<file path="src/rtl/jk_excite_driver.sv">
// JK flip-flop excitation driver.
// Holds the flip-flop in reset after power-up, then per accepted request drives
// the JK excitation toward the target. It returns j/k to hold, lets q settle,
// and checks the result against the target.
//
// state  | meaning
// -------+---------------------------------------------------------------
// INIT   | ff_reset_n low, counting down the flip-flop reset pulse
// IDLE   | req_ready high, waiting for a request
// DRIVE  | j/k carry the excitation derived from target and captured q
// SETTLE | j=k=0, waiting for q to settle
// CHECK  | q compared with target on the closing edge
module jk_excite_driver #(
    parameter int RST_CYCLES    = 2,
    parameter int DRIVE_CYCLES  = 1,
    parameter int SETTLE_CYCLES = 1,
    parameter bit USE_TOGGLE    = 1'b0,
    parameter int ERR_W         = 8
) (
    input  logic             clk,
    input  logic             reset,
    input  logic             req_valid,
    output logic             req_ready,
    input  logic             req_target,
    output logic             j,
    output logic             k,
    output logic             ff_reset_n,
    input  logic             q,
    input  logic             q_,
    output logic             done,
    output logic             mismatch,
    output logic             rail_err,
    output logic [ERR_W-1:0] err_count
);

    // One shared down-counter serves every timed state, so size it for the longest.
    localparam int MAX_A = (RST_CYCLES > DRIVE_CYCLES) ? RST_CYCLES : DRIVE_CYCLES;
    localparam int MAX_C = (MAX_A > SETTLE_CYCLES) ? MAX_A : SETTLE_CYCLES;
    localparam int CW    = $clog2(MAX_C + 1);

    typedef enum logic [2:0] {
        S_INIT,
        S_IDLE,
        S_DRIVE,
        S_SETTLE,
        S_CHECK
    } state_t;

    state_t        state;
    logic [CW-1:0] cnt;
    logic          target_r;
    logic          exc_j;
    logic          exc_k;

    // Excitation from the live q at the accepting edge; holds always use 0/0.
    always_comb begin
        exc_j = 1'b0;
        exc_k = 1'b0;
        if (req_target != q) begin
            if (USE_TOGGLE) begin
                exc_j = 1'b1;
                exc_k = 1'b1;
            end else begin
                exc_j = req_target;
                exc_k = ~req_target;
            end
        end
    end

    // Sequencer with all outputs registered so j/k/ff_reset_n are glitch-free.
    always_ff @(posedge clk) begin
        if (reset) begin
            state      <= S_INIT;
            cnt        <= CW'(RST_CYCLES - 1);
            target_r   <= 1'b0;
            ff_reset_n <= 1'b0;
            j          <= 1'b0;
            k          <= 1'b0;
            req_ready  <= 1'b0;
            done       <= 1'b0;
            mismatch   <= 1'b0;
            rail_err   <= 1'b0;
            err_count  <= '0;
        end else begin
            done     <= 1'b0;
            mismatch <= 1'b0;
            case (state)
                S_INIT: begin
                    if (cnt == '0) begin
                        state      <= S_IDLE;
                        ff_reset_n <= 1'b1;
                        req_ready  <= 1'b1;
                    end else begin
                        cnt <= cnt - 1'b1;
                    end
                end
                S_IDLE: begin
                    if (req_valid && req_ready) begin
                        state     <= S_DRIVE;
                        target_r  <= req_target;
                        j         <= exc_j;
                        k         <= exc_k;
                        cnt       <= CW'(DRIVE_CYCLES - 1);
                        req_ready <= 1'b0;
                    end
                end
                S_DRIVE: begin
                    if (cnt == '0) begin
                        state <= S_SETTLE;
                        j     <= 1'b0;
                        k     <= 1'b0;
                        cnt   <= CW'(SETTLE_CYCLES - 1);
                    end else begin
                        cnt <= cnt - 1'b1;
                    end
                end
                S_SETTLE: begin
                    if (cnt == '0) begin
                        state <= S_CHECK;
                    end else begin
                        cnt <= cnt - 1'b1;
                    end
                end
                S_CHECK: begin
                    state     <= S_IDLE;
                    req_ready <= 1'b1;
                    done      <= 1'b1;
                    mismatch  <= (q != target_r);
                    if (q == q_) begin
                        rail_err <= 1'b1;
                    end
                    if ((q != target_r) && (err_count != {ERR_W{1'b1}})) begin
                        err_count <= err_count + 1'b1;
                    end
                end
                default: begin
                    state      <= S_INIT;
                    cnt        <= CW'(RST_CYCLES - 1);
                    ff_reset_n <= 1'b0;
                    j          <= 1'b0;
                    k          <= 1'b0;
                    req_ready  <= 1'b0;
                end
            endcase
        end
    end

endmodule

</file>
<file path="config.mk">
export PLATFORM = sky130hd
export DESIGN_NAME = jk_excite_driver
export DESIGN_NICKNAME = d
export VERILOG_FILES = /design/src/rtl/jk_excite_driver.sv
export SDC_FILE = /design/constraint.sdc
export NUM_CORES = 1
export LEC_CHECK = 0
export BUFFER_PORTS_ARGS = -buffer_cell sky130_fd_sc_hd__buf_2
export CAP_MARGIN = 10
export CORE_MARGIN = 3
export CORE_UTILIZATION = 40
export DETAILED_ROUTE_END_ITERATION = 8
export GPL_TIMING_DRIVEN = 1
export SLEW_MARGIN = 20
export SYNTH_ARGS = -nofsm -noshare
export SYNTH_HDL_FRONTEND = slang
export SYNTH_SLANG_ARGS = --single-unit
export TNS_END_PERCENT = 30
</file>
<file path="constraint.sdc">
create_clock -name clk -period 2.18 [get_ports clk]
set_input_delay 0.109 -clock clk [delete_from_list [all_inputs] [get_ports clk]]
set_output_delay 0.109 -clock clk [all_outputs]
set_load 0.1 [all_outputs]
</file>
Word-level counts from Yosys, hierarchy flattened
Index checks and enable logic that the tools add are counted.

word-level totals
  bits in registers = 21
  output and inout bits = 15
  logic and storage cells = 69

operators by class
  add/sub/neg operators = 2
  equal/unequal tests = 13
  muxes and demuxes = 21
  bitwise gates (word level) = 5
  reductions and logical operators = 17

operators with widths
  kind                   count
  $pmux W3 S5            1
  $mux W3                4
  $ne A2 B2 Y1 const B   5
  $reduce_and A3 Y1      3
  $add A8 B1 Y8 const B  1
  $mux W1                8
  $ne A8 B8 Y1 const B   1
  $pmux W2 S4            1
  $reduce_and A2 Y1      4
  $eq A3 B2 Y1 const B   2
  $mux W2                3
  $pmux W1 S3            2
  $reduce_or A2 Y1       3
  $not A1 Y1             5
  $pmux W1 S4            1
  $reduce_and A4 Y1      1
  $reduce_or A4 Y1       1
  $eq A3 B1 Y1 const B   1
  $eq A3 B3 Y1 const B   1
  $logic_not A3 Y1       1
  $reduce_or A3 Y1       1
  $logic_and A1 B1 Y1    2
  $logic_not A2 Y1       1
  $ne A1 B1 Y1           2
  other kinds (3)        3

Longest topological paths before layout
  depth in word-level cells = 4
  depth in mapped cells = 6
  depth with buffers taken out = 6

Worst setup path after synthesis
No wires, ideal clock.

  kind = register to register
  start = reg err_count[0]
  end = reg err_count[1]
  data arrival time = 2.080 ns
  slack = -0.028 ns
  stages on the path, launching flop included = 7
  buffers on the path = 1
  period minus slack after synthesis = 2.208 ns
  cells stage by stage = dfxtp_1 ha_1 nand3_1 o2111ai_2 buf_6 mux2i_1 nor2_1

on the way
  word-level cells in the longest chain between the ends = 3
  elaborated cells between the ends (all ways) = 4
  those cells by class = add/sub: 1; eq/ne: 1; reduce/logical: 2

ends and longest elaborated chain
  element                                                RTL line  text
  from (decl)                                            33        output logic [ERR_W-1:0] err_count
  from (signal assigned)                                 133       err_count <= err_count + 1'b1;
  branches (longest 3 deep; another with $add A8 B1 Y8)  --

Parallel ways; which one is timed is not known.
A chain may end at the register's enable or synchronous reset.

Worst setup path in the final report
  start = reg cnt[0]
  end = reg cnt[0]

on the way
  word-level cells in the longest chain between the ends = 3
  elaborated cells between the ends (all ways) = 7
  those cells by class = add/sub: 1; eq/ne: 1; mux: 3; reduce/logical: 2

ends and longest elaborated chain
  element                                            RTL line  text
  from (decl)                                        50        logic [CW-1:0] cnt;
  from (signal assigned)                             74        cnt <= CW'(RST_CYCLES - 1);
  from (signal assigned)                             94        cnt <= cnt - 1'b1;
  from (signal assigned)                             103       cnt <= CW'(DRIVE_CYCLES - 1);
  $sub A2 B1 Y2 or $logic_not A2 Y1 (tied branches)  --
  $mux W2, or another cell as far along              89, 118
  $pmux W2 S4 or $reduce_and A3 Y1 (tied branches)   --

Several ways; a longest one is shown, not always the timed one. The select of a mux whose other input is x is not followed.

==> flow_summary.yaml <==
min_path:
  hold_path_depth: 3
  hp-class: "primary input to register"
synth:
  netlist_top_cells_area: "dfxtp_1, a21oi_1, ha_1"
  synthCells: 122
  synth_fp_nets: 132
  synth-edff-count: 0
  ys_async_sr_fraction: 0
  ys_ff_latch: 21
  synth_top_area_cell: "dfxtp_1"
  synth_top_area_share: 0.390
  netlist_area_um2: 1080
  seq_area_frac_synth: 0.390
  ys_types: 42
  yosys_warnings: 0
  ys.flop_type: "dfxtp_1"
  yosysMostFrequentCell: "dfxtp_1"
  synth_area_per_cell_um2: 8.83
  synth_common_cells: "dfxtp_1, a21oi_1, nor2_1"
cts:
  post_cts_resized: 0
  path_clk_slew_ns: 0.11
  cts_sinks: 21
  root_buffer: "clkbuf_4"
  tritoncts: "yes"
  clockBufferDepth: 2
  htree_levels: 1
  cts_buffers: 3
  post_cts_buffers: 0
  cts_hold_buffers: 0
  clock_latency_ns: 0.29
critical_path:
  required_ns: 2.37
  cp_slowest_cell: "dfxtp_1"
  endpoint_kind: "register"
  worst-setup-path-type: "register to register"
  path_max_fanout: 8
  cpPeakStageDelay_ns: 0.38
  crit_chain: "inv_1, ha_1, or2_1, a32oi_1, a21oi_1, or3_1"
  cp.arrival_ns: 2.01
  worstSetupStartpointType: "register"
  reg2reg_depth: 6
sta:
  tightest_slew_ns: 0.548
  max_freq_ghz: 0.551
  period_share: 0.832
  rsz0062_at_grt: "no"
  maxSlewHeadroom: 0.635
  period_needed_ns: 1.81
  setup_viol_count_final: 0
  hold_viol: 0
  final-max-slew-violation-count: 0
  totalNegativeSetupSlack_ns: 0
  finalClockSkew_ns: 0.00206
die:
  die_h_um: 57.9
  dieArea_um2: 3350
  start_util: 0.427
  coreArea_um2: 2520
  pin_count: 21
  rows: 18
  die_w_um: 57.9
layout:
  insertedDiodeCount: 0
  reg.largest.list: "err_count: 8 flops, state: 3 flops, cnt: 2 flops"
  drive_gt1_frac: 0.241
  largest-register: "err_count"
  area_delta_synth_final_pct: 12.8
  largest_register_ffs: 8
  fill_cells: 261
  design_area_um2: 1210
  fin_nets: 152
job:
  maxCapViolations: 0
pwr:
  p_leak_nw: 0.481
  powerDensity_nw_per_um2: 942
  vdd_drop_max_mv: 0.735
placement:
  gp_congestion: 0.816
  hpwl_um: 1580
  post_dp_cell_area_um2: 1190
  numPortBuffers: 20
global_routing:
  track_usage: 0.146
  antenna_found_initial: 0
  gr-total-overflow: 0
  grt_pass1_vias: 892
  grt_pass1_wl_um: 3840
  grt_max_degree: 22
routing:
  postRouteWirelength_um: 2220
  first_pass_iters: 4
  drtIter0Drc: 32
  antenna_left: 0
  drc: 0
  viasPerCell: 5.51
  vias: 942
  avgRoutedWirePerCell_um: 13.0
run_status:
  status: "completed"
-- cells by family (layout without fill, tap and decap cells) --
kind of cell	Yosys count	after routing	share of synthesized area
AND/OR/NAND/NOR	46	46	0.247
AO/OA/AOI/OAI	33	33	0.195
buffers and inverters	11	30	0.0511
adder cells (fa/ha/maj)	4	4	0.0465
XOR/XNOR	3	3	0.0314
multiplexers	4	4	0.0383
flip-flops	21	21	0.390
-- final cells by class --
| class | count | area [um2] | share of cell area |
|---|---|---|---|
| inverter | 5 | 18.8 | 0.0154 |
| timing repair buffer | 21 | 108 | 0.0886 |
| tap | 30 | 37.5 | 0.0309 |
| sequential | 21 | 423 | 0.348 |
| clock buffer | 4 | 26.3 | 0.0216 |
| multi-input combinational | 90 | 602 | 0.495 |
-- stage by stage --
stage                util  power (mW)  hold WS [ns]  instances  setup WS, ns
floorplan               -       0.891         0.213        122         0.115
global placement    0.471       0.959         0.375        167         0.474
detailed placement  0.471       0.967         0.383        167         0.401
CTS                 0.482        1.16        0.0538        171         0.370
global route        0.482        1.23        0.0673        171         0.235
finish              0.482        1.14        0.0690        171         0.366
-- worst max-delay path: cells and delay by family, from the launching register on --
kind                       cells  cell delay, ns
and+or+nand+nor                2            0.57
DFF                            1            0.38
AOI/OAI and AO/OA              2            0.38
adders and majority gates      1            0.30
buffers and inverters          1            0.09
-- per-layer routing --
layer,up-vias,wire [um],track usage
li1,482,-,-
met5,-,0,0
met3,2,69,0.0267
met4,0,14,0.0596
met1,444,1070,0.186
met2,14,1060,0.242
-- worst paths after layout --
path,end,slack [ns],startpoint
max,cnt[0]$_SDFFE_PP1P_,0.37,cnt[0]$_SDFFE_PP1P_
min,target_r$_SDFFE_PP0P_,0.07,req_target
max reg2reg,cnt[0]$_SDFFE_PP1P_,0.37,cnt[0]$_SDFFE_PP1P_
min reg2reg,rail_err$_SDFFE_PP0P_,0.49,rail_err$_SDFFE_PP0P_
-- layout by cell type (no fill, tap or decap), types with 4 or more instances in the layout --
cell / count
nand2_1: 7
dfxtp_1: 19
nand3_1: 5
or3_1: 6
a21oi_1: 12
ha_1: 4
o21ai_0: 7
buf_2: 20
inv_1: 5
nor2_1: 9
-- power breakdown --
part	leakage, nW	internal (mW)	switching [mW]
Combinational	0.294	0.166	0.311
Clock	0.0150	0.0712	0.112
Sequential	0.171	0.428	0.0562
Total	0.481	0.665	0.479
Note: power is estimated with default switching activity, not from simulation.
